File: config.mk
export PLATFORM = sky130hd
export DESIGN_NAME = watch_timekeeper
export DESIGN_NICKNAME = d
export VERILOG_FILES = /design/src/rtl/watch_timekeeper.sv
export SDC_FILE = /design/constraint.sdc
export NUM_CORES = 1
export LEC_CHECK = 0
export BUFFER_PORTS_ARGS = -buffer_cell sky130_fd_sc_hd__buf_4
export CAP_MARGIN = 0
export CORE_AREA = 2 2 81 99
export DETAILED_ROUTE_END_ITERATION = 10
export DIE_AREA = 0 0 83 101
export MAX_ROUTING_LAYER = met4
export PLACE_DENSITY = 0.74
export SLEW_MARGIN = 40
export SYNTH_ARGS = -nofsm -noshare
export SYNTH_HDL_FRONTEND = slang
export SYNTH_SLANG_ARGS = --single-unit
File: constraint.sdc
create_clock -name clk -period 3.2 [get_ports clk]
set_input_delay 0.16 -clock clk [delete_from_list [all_inputs] [get_ports clk]]
set_output_delay 0.16 -clock clk [all_outputs]
set_load 0.02 [all_outputs]
File: src/rtl/watch_timekeeper.sv
`default_nettype none
// ============================================================================
// Module      : watch_timekeeper
// Description : Time-of-day clock (HH:MM:SS, 24 h) with a time-set mode and an
//               independent 99:59 stopwatch, both driven from one clk through
//               their own TICKS_PER_SEC prescalers.
// Ports       : clk             - single clock, rising edge
//               reset           - asynchronous, active-low
//               run_time        - 1 = time-of-day runs, 0 = time-set mode
//               run_stopwatch   - 1 = stopwatch counts, 0 = paused
//               reset_stopwatch - 1 = clear stopwatch (wins over run)
//               inc_h/dec_h/inc_m/dec_m - adjust requests, rising-edge active
//               hours/minutes/seconds   - time of day
//               sw_min/sw_sec           - stopwatch
//               sec_tick        - one-cycle pulse on each seconds advance
// Revision    : 1.0 - initial release
// ============================================================================
module watch_timekeeper #(
    parameter int TICKS_PER_SEC = 32768
) (
    input  logic       clk,
    input  logic       reset,
    input  logic       run_time,
    input  logic       run_stopwatch,
    input  logic       reset_stopwatch,
    input  logic       inc_h,
    input  logic       dec_h,
    input  logic       inc_m,
    input  logic       dec_m,
    output logic [4:0] hours,
    output logic [5:0] minutes,
    output logic [5:0] seconds,
    output logic [6:0] sw_min,
    output logic [5:0] sw_sec,
    output logic       sec_tick
);

    localparam int                 c_PRE_W   = (TICKS_PER_SEC > 1) ? $clog2(TICKS_PER_SEC) : 1;
    localparam logic [c_PRE_W-1:0] c_PRE_TOP = c_PRE_W'(TICKS_PER_SEC - 1);

    logic [c_PRE_W-1:0] r_tpre;
    logic [c_PRE_W-1:0] r_swpre;
    logic [4:0]         r_hours;
    logic [5:0]         r_minutes;
    logic [5:0]         r_seconds;
    logic [6:0]         r_sw_min;
    logic [5:0]         r_sw_sec;
    logic               r_sec_tick;
    logic               r_inc_h_q, r_dec_h_q, r_inc_m_q, r_dec_m_q;

    logic               w_inc_h, w_dec_h, w_inc_m, w_dec_m;
    logic               w_tod_wrap;
    logic               w_sw_wrap;
    logic [4:0]         w_hours_nxt;
    logic [5:0]         w_minutes_nxt;

    // Rising-edge detection; the prior-cycle registers track the inputs in
    // every mode so an edge seen while running is never replayed later.
    assign w_inc_h    = inc_h & ~r_inc_h_q;
    assign w_dec_h    = dec_h & ~r_dec_h_q;
    assign w_inc_m    = inc_m & ~r_inc_m_q;
    assign w_dec_m    = dec_m & ~r_dec_m_q;

    assign w_tod_wrap = run_time && (r_tpre == c_PRE_TOP);
    assign w_sw_wrap  = run_stopwatch && (r_swpre == c_PRE_TOP);

    // Hours/minutes next value: carries while running, adjusts while setting.
    // Opposing edges on one field in the same cycle cancel out.
    always_comb begin
        w_hours_nxt   = r_hours;
        w_minutes_nxt = r_minutes;
        if (run_time) begin
            if (w_tod_wrap && (r_seconds == 6'd59)) begin
                if (r_minutes == 6'd59) begin
                    w_minutes_nxt = 6'd0;
                    w_hours_nxt   = (r_hours == 5'd23) ? 5'd0 : r_hours + 5'd1;
                end else begin
                    w_minutes_nxt = r_minutes + 6'd1;
                end
            end
        end else begin
            if (w_inc_h && !w_dec_h) begin
                w_hours_nxt = (r_hours == 5'd23) ? 5'd0 : r_hours + 5'd1;
            end else if (w_dec_h && !w_inc_h) begin
                w_hours_nxt = (r_hours == 5'd0) ? 5'd23 : r_hours - 5'd1;
            end
            if (w_inc_m && !w_dec_m) begin
                w_minutes_nxt = (r_minutes == 6'd59) ? 6'd0 : r_minutes + 6'd1;
            end else if (w_dec_m && !w_inc_m) begin
                w_minutes_nxt = (r_minutes == 6'd0) ? 6'd59 : r_minutes - 6'd1;
            end
        end
    end

    // Time of day
    always_ff @(posedge clk or negedge reset) begin
        if (!reset) begin
            r_tpre     <= '0;
            r_hours    <= 5'd0;
            r_minutes  <= 6'd0;
            r_seconds  <= 6'd0;
            r_sec_tick <= 1'b0;
            r_inc_h_q  <= 1'b0;
            r_dec_h_q  <= 1'b0;
            r_inc_m_q  <= 1'b0;
            r_dec_m_q  <= 1'b0;
        end else begin
            r_inc_h_q <= inc_h;
            r_dec_h_q <= dec_h;
            r_inc_m_q <= inc_m;
            r_dec_m_q <= dec_m;
            r_hours   <= w_hours_nxt;
            r_minutes <= w_minutes_nxt;
            if (!run_time) begin
                r_tpre     <= '0;
                r_seconds  <= 6'd0;
                r_sec_tick <= 1'b0;
            end else if (w_tod_wrap) begin
                r_tpre     <= '0;
                r_seconds  <= (r_seconds == 6'd59) ? 6'd0 : r_seconds + 6'd1;
                r_sec_tick <= 1'b1;
            end else begin
                r_tpre     <= r_tpre + 1'b1;
                r_sec_tick <= 1'b0;
            end
        end
    end

    // Stopwatch: fully independent of the time-of-day controls.
    always_ff @(posedge clk or negedge reset) begin
        if (!reset) begin
            r_swpre  <= '0;
            r_sw_min <= 7'd0;
            r_sw_sec <= 6'd0;
        end else if (reset_stopwatch) begin
            r_swpre  <= '0;
            r_sw_min <= 7'd0;
            r_sw_sec <= 6'd0;
        end else if (run_stopwatch) begin
            if (w_sw_wrap) begin
                r_swpre <= '0;
                if (r_sw_sec == 6'd59) begin
                    r_sw_sec <= 6'd0;
                    r_sw_min <= (r_sw_min == 7'd99) ? 7'd0 : r_sw_min + 7'd1;
                end else begin
                    r_sw_sec <= r_sw_sec + 6'd1;
                end
            end else begin
                r_swpre <= r_swpre + 1'b1;
            end
        end
    end

    assign hours    = r_hours;
    assign minutes  = r_minutes;
    assign seconds  = r_seconds;
    assign sw_min   = r_sw_min;
    assign sw_sec   = r_sw_sec;
    assign sec_tick = r_sec_tick;

endmodule
`default_nettype wire

==> impl_metrics.env <==
export IMPL_place_ws_ns=0.868
export IMPL_async_reset_ff_share_pct=100
export IMPL_place_area_um2=4010
export IMPL_drive_above_1_share_pct=15.2
export IMPL_cpPeakStageDelay_ns=0.49
export IMPL_finalCriticalPeriod_ns=2.38
export IMPL_clkLatencyLatePin_ns=0.35
export IMPL_crit_chain="ha_1 -> nand4_1 -> nor4_2 -> nand2_1 -> and2_0 -> o32a_1"
export IMPL_fin_ws_ns=0.815
export IMPL_max_slew_margin_rel_pct=53.9
export IMPL_netlist_instances=398
export IMPL_utilization_pct=57.3
export IMPL_cts_max_path_buffers=2
export IMPL_grt_setup_unrepaired="no"
export IMPL_drv_slew=0
export IMPL_grt_first_pass_wirelength_um=13300
export IMPL_mostFrequentLayoutCell="dfrtp_1"
export IMPL_path_depth=6
export IMPL_synth_nets=417
export IMPL_cts_sinks=65
export IMPL_finalHoldViolCount=0
export IMPL_vdd_ir_drop_max_mv=0.344
export IMPL_cts_buffers=9
export IMPL_whs_ns=0.108
export IMPL_ys_types=58
export IMPL_ctsHoldBuffers=5
export IMPL_final_cell_area_um2=4290
export IMPL_fin_skew_ns=0.0122
export IMPL_wl_um=7610
export IMPL_p_leak_uw=0.00191
export IMPL_via_count=3083
export IMPL_die_y_um=101
export IMPL_wirelength_met1_um=3470
export IMPL_start_util_pct=48.7
export IMPL_path_class="flip-flop to flip-flop"
export IMPL_p_clk_share_pct=34.4
export IMPL_r2r_cells=6
export IMPL_combinationalPowerShare_pct=22.7
export IMPL_antennaDiodeCount=0
export IMPL_mostFrequentLayoutCells="65 x dfrtp_1, 50 x nor2_1, 40 x buf_4"
export IMPL_fp_row_count=35
export IMPL_arrival_ns=2.61
export IMPL_power_switching_uw=752
export IMPL_met2_length_um=3670
export IMPL_cts_root_buf="clkbuf_8"
export IMPL_die_x_um=83
export IMPL_synth_area_um2=3640
export IMPL_syn_to_final_growth_pct=17.7
export IMPL_start_kind="flip-flop"
export IMPL_place_congestion=0.896
export IMPL_grt_max_degree=66
export IMPL_outcome="finished, final reports clean"
export IMPL_overflow=0
export IMPL_setup_tns_ns=0
export IMPL_path_max_fanout=7
export IMPL_postCtsSetupBuffers=0
export IMPL_dieArea_um2=8380
export IMPL_power_density_nw_per_um2=544
export IMPL_drcViolationCount=0
export IMPL_nets=461
export IMPL_viasPerCell=5.72
export IMPL_post_cts_resize_count=0
export IMPL_yosysWarnings=0
export IMPL_io_pin_count=40
export IMPL_dr_max_layer_used="met4"
export IMPL_drtIter0Drc=143
export IMPL_worstMarginPinSlew_ns=0.691
export IMPL_fmax_mhz=419
export IMPL_dp_hpwl_um=5270
export IMPL_finalSetupViolations=0
export IMPL_cp_slowest_cell="nor4_2"
export IMPL_drv_cap=0
export IMPL_internal_power_uw=1580
export IMPL_ys_flop_type="dfrtp_1"
export IMPL_antenna_found_initial=0
export IMPL_cts_tree="done"
export IMPL_routedWlPerCell_um=14.1
export IMPL_hold_depth=3
export IMPL_synth_edf_count=0
export IMPL_port_buffers=39
export IMPL_track_usage_pct=19.9
export IMPL_ys_ff_latch=65
export IMPL_crit_buf_inv=0
export IMPL_holdCritPathClass="input port to flip-flop"
export IMPL_firstDrtPassIters=4
export IMPL_avgSynthCellArea_um2=9.16
export IMPL_grt_pass1_vias=2984
export IMPL_htree_levels=3
export IMPL_path_delay_family="simple AND/OR/NAND/NOR gates"
export IMPL_met3WireLength_um=310
export IMPL_p_seq_share_pct=42.9
export IMPL_coreArea_um2=7490
export IMPL_switching_share_pct=32.2
export IMPL_path_clk_slew_ns=0.07
export IMPL_antenna_left=0
export IMPL_ys_seq_area_share_pct=44.6
export IMPL_post_route_period_util_pct=74.5
export IMPL_worstPathRequired_ns=3.43
export IMPL_cp_end_kind="flip-flop"
layer usage:
metal | vias up | GRT usage [%]
li1 | 1516 | -
met1 | 1478 | 23.5
met2 | 75 | 32.8
met3 | 14 | 3.85
met4 | 0 | 9.58
met5 | - | -
per-stage QoR:
| stage | total power (uW) | cells |
|---|---|---|
| finish | 2330 | 539 |
| global route | 2460 | 539 |
| CTS | 2350 | 539 |
| detailed placement | 1540 | 518 |
| global placement | 1530 | 518 |
| floorplan | 1340 | 398 |
kinds of logic after synthesis:
logic type | count (synthesis) | synth area share (%)
buffers and inverters | 28 | 3.12
AND/OR/NAND/NOR | 188 | 27.7
multiplexers | 7 | 1.96
XOR/XNOR | 28 | 6.73
AO/OA/AOI/OAI | 72 | 12.5
adder cells (fa/ha/maj) | 10 | 3.43
flip-flops | 65 | 44.6
Yosys cell counts, types with 3 or more instances:
cell type | count | area, um2
inv_1 | 15 | 56.3
mux2i_1 | 6 | 60.1
a21oi_1 | 22 | 110
and3_1 | 10 | 62.6
nand2b_1 | 5 | 31.3
ha_1 | 10 | 125
nand4_1 | 13 | 81.3
clkbuf_1 | 11 | 41.3
nand4b_1 | 4 | 35.0
o22ai_1 | 6 | 37.5
xor2_1 | 16 | 140
nand2_1 | 31 | 116
a31oi_1 | 4 | 25.0
nand3b_1 | 4 | 30.0
o2111ai_1 | 3 | 26.3
nor3_1 | 9 | 45.0
nor2_1 | 50 | 188
xnor2_1 | 12 | 105
nor3b_1 | 6 | 45.0
o21ai_0 | 15 | 75.1
nor2b_1 | 3 | 18.8
and2_1 | 4 | 25.0
or2_2 | 3 | 18.8
nand3_1 | 24 | 120
or3_1 | 6 | 37.5
dfrtp_1 | 65 | 1630
cell type report:
type                            count  area, um2
Timing Repair Buffer               46        362
Multi-Input combinational cell    305       1900
Tap cell                           92        115
Inverter                           15       56.3
Clock inverter                      6       90.1
Sequential cell                    65       1630
Fill cell                         681       3200
Clock buffer                       10        138
tightest hold or removal path: cells and delay by family:
kind,cells,cell delay (ns)
buf+inv,1,0.15
simple gates,2,0.11
worst paths after layout:
kind,to,startpoint,slack (ns)
max,minutes[5]$_DFFE_PN0P_,r_tpre[0]$_DFF_PN0_,0.82
min,r_swpre[13]$_DFFE_PN0P_,run_stopwatch,0.11
max reg2reg,minutes[5]$_DFFE_PN0P_,r_tpre[0]$_DFF_PN0_,0.82
min reg2reg,r_tpre[0]$_DFF_PN0_,r_tpre[0]$_DFF_PN0_,0.49
max in group asynchronous,hours[2]$_DFFE_PN0P_,reset,2.42
min in group asynchronous,sw_min[0]$_DFFE_PN0P_,reset,0.35
sequential cells by signal, summed over array words and instances (netlist names), 5 cells and up:
register and cells:
sw_min 7, minutes 6, seconds 6, r_swpre 15
sw_sec 6, r_tpre 15, hours 5
power by group through the flow:
stage	logic [uW]	registers, uW	clock network, uW
finish	529	1000	802
global route	584	1020	859
CTS	531	999	818
detailed placement	524	1010	0
global placement	516	1010	0
floorplan	298	1040	0
No activity file was read; power rests on OpenSTA's default activity.
